==> src/rtl/irq_pkg.sv <==
// Shared definitions for the vectored interrupt controller.
//   - irq_state_e : controller FSM states (IDLE, REQ, SERVICE)
//   - *_DEF       : default parameter values for irq_controller
//   - prio_t / prio_encode : fixed-priority encoder, lowest set bit wins
package irq_pkg;

  typedef enum logic [1:0] {
    IDLE    = 2'd0,
    REQ     = 2'd1,
    SERVICE = 2'd2
  } irq_state_e;

  localparam int          N_SRC_DEF      = 8;
  localparam logic [31:0] VEC_BASE_DEF   = 32'h0000_0040;
  localparam logic [31:0] VEC_STRIDE_DEF = 32'd4;

  typedef struct packed {
    logic       valid;
    logic [3:0] idx;
  } prio_t;

  // Scanning from the top down lets the lowest set bit overwrite any higher
  // one, so source 0 always has the highest priority.
  function automatic prio_t prio_encode(input logic [15:0] req);
    prio_t r;
    r = '0;
    for (int i = 15; i >= 0; i--) begin
      if (req[i]) begin
        r.valid = 1'b1;
        r.idx   = 4'(i);
      end
    end
    return r;
  endfunction

endpackage

==> src/rtl/irq_edge_sync.sv <==
// Per-source input conditioning: two-flop synchroniser followed by a delay
// flop, producing a one-cycle pulse on each synchronised rising edge.
// Ports:
//   clk    in  system clock, rising edge
//   Rst    in  asynchronous active-low reset
//   src_i  in  raw asynchronous interrupt line
//   rise_o out one-cycle pulse when the synchronised line goes 0 -> 1
module irq_edge_sync (
  input  logic clk,
  input  logic Rst,
  input  logic src_i,
  output logic rise_o
);

  logic sync0_q;
  logic sync1_q;
  logic dly_q;

  // NOTE: sequential state uses non-blocking assignments so every flop in the
  // chain samples the value from before the edge; blocking here would collapse
  // the synchroniser into a single stage.
  always_ff @(posedge clk or negedge Rst) begin
    if (!Rst) begin
      sync0_q <= 1'b0;
      sync1_q <= 1'b0;
      dly_q   <= 1'b0;
    end else begin
      sync0_q <= src_i;
      sync1_q <= sync0_q;
      dly_q   <= sync1_q;
    end
  end

  assign rise_o = sync1_q & ~dly_q;

endmodule

==> src/rtl/irq_controller.sv <==
// Vectored interrupt controller feeding the multi-cycle CPU core.
// Raw source lines are synchronised and edge-detected into a pending register,
// qualified by a software mask, and the lowest-index eligible source is
// presented to the core with its handler address. Ack/EOI pulses from the core
// walk the controller through REQ and SERVICE; there is no nesting.
// Ports:
//   clk        in  system clock, rising edge
//   Rst        in  asynchronous active-low reset
//   Src        in  [N_SRC] raw interrupt lines, rising edge requests service
//   Mask_W     in  strobe: load Mask_Data into the mask
//   Mask_Data  in  [N_SRC] new mask, 1 = source enabled
//   INT_Ack    in  core entered the handler
//   INT_EOI    in  core left the handler
//   EX_irq     out registered interrupt request
//   INT_Vector out [32] registered handler address, valid while EX_irq = 1
//   INT_ID     out [4] source being requested or serviced
//   Pending    out [N_SRC] pending register
//   Busy       out 1 while in REQ or SERVICE
module irq_controller
  import irq_pkg::*;
#(
  parameter int          N_SRC      = N_SRC_DEF,
  parameter logic [31:0] VEC_BASE   = VEC_BASE_DEF,
  parameter logic [31:0] VEC_STRIDE = VEC_STRIDE_DEF
) (
  input  logic             clk,
  input  logic             Rst,
  input  logic [N_SRC-1:0] Src,
  input  logic             Mask_W,
  input  logic [N_SRC-1:0] Mask_Data,
  input  logic             INT_Ack,
  input  logic             INT_EOI,
  output logic             EX_irq,
  output logic [31:0]      INT_Vector,
  output logic [3:0]       INT_ID,
  output logic [N_SRC-1:0] Pending,
  output logic             Busy
);

  irq_state_e       state_q, state_d;
  logic [N_SRC-1:0] pending_q, pending_d;
  logic [N_SRC-1:0] mask_q, mask_d;
  logic [3:0]       int_id_q, int_id_d;
  logic             ex_irq_q, ex_irq_d;
  logic [31:0]      vector_q, vector_d;

  logic [N_SRC-1:0] rise;
  logic [N_SRC-1:0] eligible;
  logic [N_SRC-1:0] id_onehot;
  logic [N_SRC-1:0] pend_clr;
  logic [15:0]      elig_wide;
  prio_t            winner;

  for (genvar g = 0; g < N_SRC; g++) begin : g_sync
    irq_edge_sync u_sync (
      .clk    (clk),
      .Rst    (Rst),
      .src_i  (Src[g]),
      .rise_o (rise[g])
    );
  end

  assign eligible = pending_q & mask_q;

  always_comb begin
    // NOTE: every signal driven here gets a default first, so no path through
    // the case statement can leave one unassigned and infer a latch.
    elig_wide = '0;
    elig_wide[N_SRC-1:0] = eligible;
    winner    = prio_encode(elig_wide);

    id_onehot = '0;
    for (int i = 0; i < N_SRC; i++) begin
      if (int_id_q == 4'(i)) id_onehot[i] = 1'b1;
    end

    state_d  = state_q;
    int_id_d = int_id_q;
    ex_irq_d = ex_irq_q;
    vector_d = vector_q;
    pend_clr = '0;

    unique case (state_q)
      IDLE: begin
        if (winner.valid) begin
          int_id_d = winner.idx;
          ex_irq_d = 1'b1;
          vector_d = VEC_BASE + 32'(winner.idx) * VEC_STRIDE;
          state_d  = REQ;
        end
      end
      REQ: begin
        // Ack is checked first so it beats a same-cycle mask clear.
        if (INT_Ack) begin
          pend_clr = id_onehot;
          ex_irq_d = 1'b0;
          state_d  = SERVICE;
        end else if ((eligible & id_onehot) == '0) begin
          // Source masked off while waiting: withdraw, keep it pending.
          ex_irq_d = 1'b0;
          state_d  = IDLE;
        end
      end
      SERVICE: begin
        ex_irq_d = 1'b0;
        if (INT_EOI) state_d = IDLE;
      end
      default: begin
        ex_irq_d = 1'b0;
        state_d  = IDLE;
      end
    endcase

    // A fresh edge in the Ack cycle must not be lost, so set beats clear.
    pending_d = (pending_q & ~pend_clr) | rise;
    mask_d    = Mask_W ? Mask_Data : mask_q;
  end

  always_ff @(posedge clk or negedge Rst) begin
    if (!Rst) begin
      state_q   <= IDLE;
      pending_q <= '0;
      mask_q    <= '0;
      int_id_q  <= '0;
      ex_irq_q  <= 1'b0;
      vector_q  <= '0;
    end else begin
      state_q   <= state_d;
      pending_q <= pending_d;
      mask_q    <= mask_d;
      int_id_q  <= int_id_d;
      ex_irq_q  <= ex_irq_d;
      vector_q  <= vector_d;
    end
  end

  assign EX_irq     = ex_irq_q;
  assign INT_Vector = vector_q;
  assign INT_ID     = int_id_q;
  assign Pending    = pending_q;
  assign Busy       = (state_q != IDLE);

endmodule

==> config.mk <==
export PLATFORM = sky130hd
export DESIGN_NAME = irq_controller
export DESIGN_NICKNAME = d
export VERILOG_FILES = /design/src/rtl/irq_pkg.sv /design/src/rtl/irq_edge_sync.sv /design/src/rtl/irq_controller.sv
export SDC_FILE = /design/constraint.sdc
export NUM_CORES = 1
export LEC_CHECK = 0
export BUFFER_PORTS_ARGS = -buffer_cell sky130_fd_sc_hd__buf_2
export CORE_MARGIN = 10
export CORE_UTILIZATION = 25
export DETAILED_ROUTE_END_ITERATION = 8
export GPL_ROUTABILITY_DRIVEN = 1
export SKIP_CTS_REPAIR_TIMING = 1
export SYNTH_ARGS = -nofsm -noshare
export SYNTH_HDL_FRONTEND = slang
export SYNTH_SLANG_ARGS = --single-unit
export TNS_END_PERCENT = 5
==> constraint.sdc <==
create_clock -name clk -period 3.8 [get_ports clk]
set_clock_uncertainty 0.1 [all_clocks]
set_input_delay 0 -clock clk [delete_from_list [all_inputs] [get_ports clk]]
set_output_delay 0 -clock clk [all_outputs]
set_load 0.02 [all_outputs]
======== After elaboration in Yosys (flattened, before gate mapping) ========
Index checks and enable logic that the tools add are counted.
operators by class
  bitwise operators ....................... 21
  reduce and logical (&&, ||, !) cells .... 7
  muxes and demuxes ....................... 27
  equal/unequal tests ..................... 12
  $add $sub $neg .......................... 1
operator list
  operator                                       count
  two-way mux 5 bit                              8
  bitwise AND 8 bit                              3
  == test 4 x 3 -> 1 bit, second input constant  4
  two-way mux 8 bit                              2
  two-way mux 1 bit                              11
  adder 7 x 6 -> 8 bit, first input constant     1
  bitwise AND 1 bit                              8
  == test 4 x 2 -> 1 bit, second input constant  2
  logical NOT 8 bit                              1
  two-way mux 2 bit                              4
  inverter 1 bit                                 8
  inverter 8 bit                                 1
  OR 8 bit                                       1
  case mux 2 bit (3 select lines)                1
  == test 4 x 1 -> 1 bit, second input constant  1
  logical NOT 4 bit                              1
  inequality test 2 bit, second input constant   2
  AND reduction 2 bit                            2
  inequality test 3 bit, second input constant   1
  AND reduction 3 bit                            1
  == test 2 x 1 -> 1 bit, second input constant  1
  == test 2 bit, second input constant           1
  logical NOT 2 bit                              1
  case mux 1 bit (2 select lines)                1
  nonzero test 2 bit                             1
storage, ports and cells
  register bits ........................... 79
  input bits .............................. 21
  word-level logic and storage cells ...... 98

======== Logic depth before layout (Yosys ltp) ========
  depth in word-level cells ............... 11
  depth in mapped cells ................... 5
  gate-level depth less buffers ........... 4

======== By module ========
Synthesis repeated with hierarchy kept, for this count alone.
second synthesis, totals
  cell total of the unflattened synthesis .. 167
  area, all modules ....................... 2103.3 um^2
modules (own cells, without submodules)
  module          sequential area each (um^2)  cells an instance  instances  area an instance (um^2)
  irq_controller  575.6                        135                1          1392.6
  irq_edge_sync   75.1                         4                  8          88.8

======== Least setup slack after synthesis ========
No wires, ideal clock.
  kind .................................... register -> register
  start point ............................. reg pending_q[1] (netlist: Pending[1])
  end point ............................... reg ex_irq_q (netlist: EX_irq)
  setup slack ............................. 2.180 ns
  data required time ...................... 3.573 ns
  arrival time ............................ 1.393 ns
  stages on the path, launching flop included .. 5
  cell sequence ........................... dfrtp_1 -> a22o_1 -> o41ai_4 -> a21boi_1 -> o21ai_1
between the ends
  longest elaborated chain between the ends .. 5
  elaborated cells on any way between the ends .. 8
  those cells by class .................... 2 x eq/ne; 2 x mux; 2 x bitwise; 2 x reduce/logical
RTL lines
  what                                                                             line                                 text
  start, declared                                                                  irq_controller.sv:41                 logic [N_SRC-1:0] pending_q, pending_d;
  start signal, assigned                                                           irq_controller.sv:129                pending_q <= pending_d;
  bitwise AND 8 bit *                                                              irq_controller.sv:63                 assign eligible = pending_q & mask_q;
  bitwise AND 8 bit / two-way mux 5 bit (equally long branches)                    irq_controller.sv:98, irq_pkg.sv:28
  logical NOT 8 bit / two-way mux 5 bit (equally long branches)                    irq_controller.sv:98, irq_pkg.sv:28
  inequality test 3 bit (no line) / inequality test 2 bit (equally long branches)  -
  AND reduction 2 bit (no line) *                                                  -
  end signal, assigned                                                             irq_controller.sv:132                ex_irq_q <= ex_irq_d;
  end, declared                                                                    irq_controller.sv:44                 logic ex_irq_q, ex_irq_d;
Mark *: on every way between the ends. The rest lies on a longest branch, timed or not.
A chain may end at the register's enable or synchronous reset.

======== Worst setup path in the final report ========
  start point ............................. reg pending_q[3] (netlist: Pending[3])
  end point ............................... reg ex_irq_q (netlist: EX_irq)
between the ends
  longest elaborated chain between the ends .. 7
  elaborated cells on any way between the ends .. 10
  those cells by class .................... 2 x eq/ne; 4 x mux; 2 x bitwise; 2 x reduce/logical
RTL lines
  what                             line                  text
  bitwise AND 8 bit *              irq_controller.sv:63
  two-way mux 5 bit (4 in a row)   irq_pkg.sv:28         if (req[i]) begin
  inequality test 2 bit (no line)  -
  AND reduction 2 bit (no line) *  -
Marked as above.

==> flow_summary.toml <==
[status]
status = "complete, no violations"

[timing]
rsz0062_at_grt = "false"
setup_tns_ps = 0
fin_crit_ps = 1680
holdWs_ps = 11.3
finalMaxSlewViolations = 0
fmax_mhz = 594
finalHoldViolations = 0
tightest_slew_ps = 1020
setup_viol = 0
slew_headroom = 0.322
finalCritPeriodShare = 0.443

[floorplanning]
die_h_um = 109
core-area_um2 = 7730
die_w_um = 109
initial_utilization = 0.256
row_count = 32
num_io_pins = 67
dieArea_um2 = 11900

[setup_path]
crit_type = "flop to flop"
ff2ff_path_depth = 4
critPathArrivalTime_ps = 1760
worstSetupEndpointType = "flop"
required_ps = 3880
cp_max_fo = 6
start_kind = "flop"

[clock_tree]
cts.sinks = 47
htreeDepth = 2
cts.path.max_buffers = 2
cts_tree = "yes"
cts_root_buf = "clkbuf_8"
cts-buffers-inserted = 5
clock_latency_ps = 300
clk_pin_slew_worst_paths_ps = 80

[placement]
place_congestion = 0.878
dp_hpwl_mm = 3.12
io_buffers = 37
dp.cells = 301

[global_routing]
grt_antenna_before_repair = 0
grt.busiest_layer = "met2"
grt_first_pass_wirelength_mm = 6.51
first_global_vias = 1304
grt.total_usage = 0.0693
grt_use_met2 = 0.106
met3_usage = 0.0277
met1_usage = 0.0828
grt_max_degree = 48
grt.overflow.total = 0

[synthesis]
syn_inst = 168
ys_seq_elements = 47
syn_area_per_cell_um2 = 11.8
yosys_warnings = 0
seq_area_frac_synth = 0.594
synth_cell_types = 32
synth_area_um2 = 1980

[power]
pwr_density_cell_nw_per_um2 = 603
power.leakage_nw = 1.11
peakVddDrop_mv = 0.223
power_w = 0.00147

[final_layout]
final_cell_mix = "47 x dfrtp_1, 37 x buf_2, 29 x conb_1"
area_growth_pct = 23.2
drive_gt1_frac = 0.251
final_common_cell = "dfrtp_1"
fin_cells = 329
diodes = 0
fin_nets = 247

[detailed_routing]
wl_per_cell_um = 13.0
routed_via_density = 4.01
num_vias = 1318
drt_pass1_iterations = 4
drt_iter0_drc = 67
drc_errors = 0
postRouteAntennaNets = 0
totalWireLength_mm = 4.29

[flow_run]
max-cap-violations = 0

[min_path]
hold_depth = 2
hold_path.class = "input port to flop"
path summary, 6_finish.rpt:
kind                       slack, ps                               start                                  to
setup / recovery                2120                Pending[3]$_DFF_PN0_                  EX_irq$_DFFE_PN0P_
hold / removal                    10                              Mask_W               mask_q[0]$_DFFE_PN0P_
hold reg to reg                  250  g_sync[4].u_sync.sync0_q$_DFF_PN0_  g_sync[4].u_sync.sync1_q$_DFF_PN0_
min in group asynchronous        320                                 Rst  g_sync[2].u_sync.sync0_q$_DFF_PN0_
max in group asynchronous       2670                                 Rst               mask_q[3]$_DFFE_PN0P_
setup reg to reg                2120                Pending[3]$_DFF_PN0_                  EX_irq$_DFFE_PN0P_
where the power goes:
part	switching, W	internal, W
clock	0.000166	0.000132
combinational	0.000301	0.000190
sequential	0.000104	0.000576
total	0.000571	0.000899
sequential cells by signal (all words and copies together), names as in the netlist:
signal and cells:
state_q 2, g_sync.u_sync.sync0_q 8, EX_irq 1, g_sync.u_sync.dly_q 8, INT_Vector 2, Pending 8, mask_q 8, INT_ID 2
g_sync.u_sync.sync1_q 8
synth_stat cells:
| library cell | count | area [um2] |
|---|---|---|
| inv_1 | 11 | 41.3 |
| or2_4 | 1 | 8.76 |
| nand4bb_1 | 1 | 11.3 |
| conb_1 | 1 | 3.75 |
| o221ai_1 | 1 | 8.76 |
| a222oi_1 | 1 | 10.0 |
| dfrtp_1 | 47 | 1180 |
| o41ai_1 | 1 | 8.76 |
| nand3_1 | 5 | 25.0 |
| a21boi_1 | 1 | 7.51 |
| nor2b_1 | 1 | 6.26 |
| nand4_1 | 2 | 12.5 |
| a22o_2 | 1 | 10.0 |
| o2111ai_1 | 1 | 8.76 |
| nor2_1 | 3 | 11.3 |
| o41ai_4 | 1 | 27.5 |
| a21oi_1 | 4 | 20.0 |
| a22oi_1 | 2 | 15.0 |
| nand4b_1 | 2 | 17.5 |
| nand3b_1 | 1 | 7.51 |
| o21ai_0 | 17 | 85.1 |
| mux2_2 | 8 | 90.1 |
| nand2b_1 | 3 | 18.8 |
| buf_4 | 32 | 240 |
| o31ai_1 | 1 | 7.51 |
| o21ai_1 | 1 | 5.00 |
| buf_2 | 1 | 5.00 |
| a32o_1 | 1 | 10.0 |
| or2_2 | 2 | 12.5 |
| clkbuf_1 | 1 | 3.75 |
| a22o_1 | 3 | 26.3 |
| nand2_1 | 10 | 37.5 |
critical path: stages, from the launching register on:
cell,delay (ps)
dfrtp_1,460
a22o_1,280
o41ai_4,450
a21boi_1,200
o21ai_1,70
cell families (layout without fill, tap and decap cells):
group                  Yosys count  after routing  share of synthesized area
other                            1             29                    0.00189
buffers and inverters           45             76                      0.147
AND/OR/NAND/NOR                 31             31                     0.0853
AO/OA/AOI/OAI                   36             36                      0.126
flip-flops                      47             47                      0.594
multiplexers                     8              8                     0.0455
stage by stage:
stage                util  instance area (um2)  worst slack, ps
finish              0.316                 2440             2120
global route        0.316                 2440             2050
CTS                 0.290                 2240             2130
detailed placement  0.278                 2150             2150
global placement    0.278                 2150             2190
floorplan               -                 2080             2180
cell type report:
class                      count  area (um2)
sequential                    47        1180
multi-input combinational    104         618
timing repair buffer          57         385
clock buffer                   6        72.6
tap                          102         128
clock inverter                 2        17.5
fill                         786        5290
inverter                      11        41.3
per-layer routing:
layer  vias up  part of all wire
met2        63              0.45
met4         0             0.020
met5         -                 0
met3         8             0.098
li1        636                 -
met1       611              0.43
No activity file was read; power rests on OpenSTA's default activity.
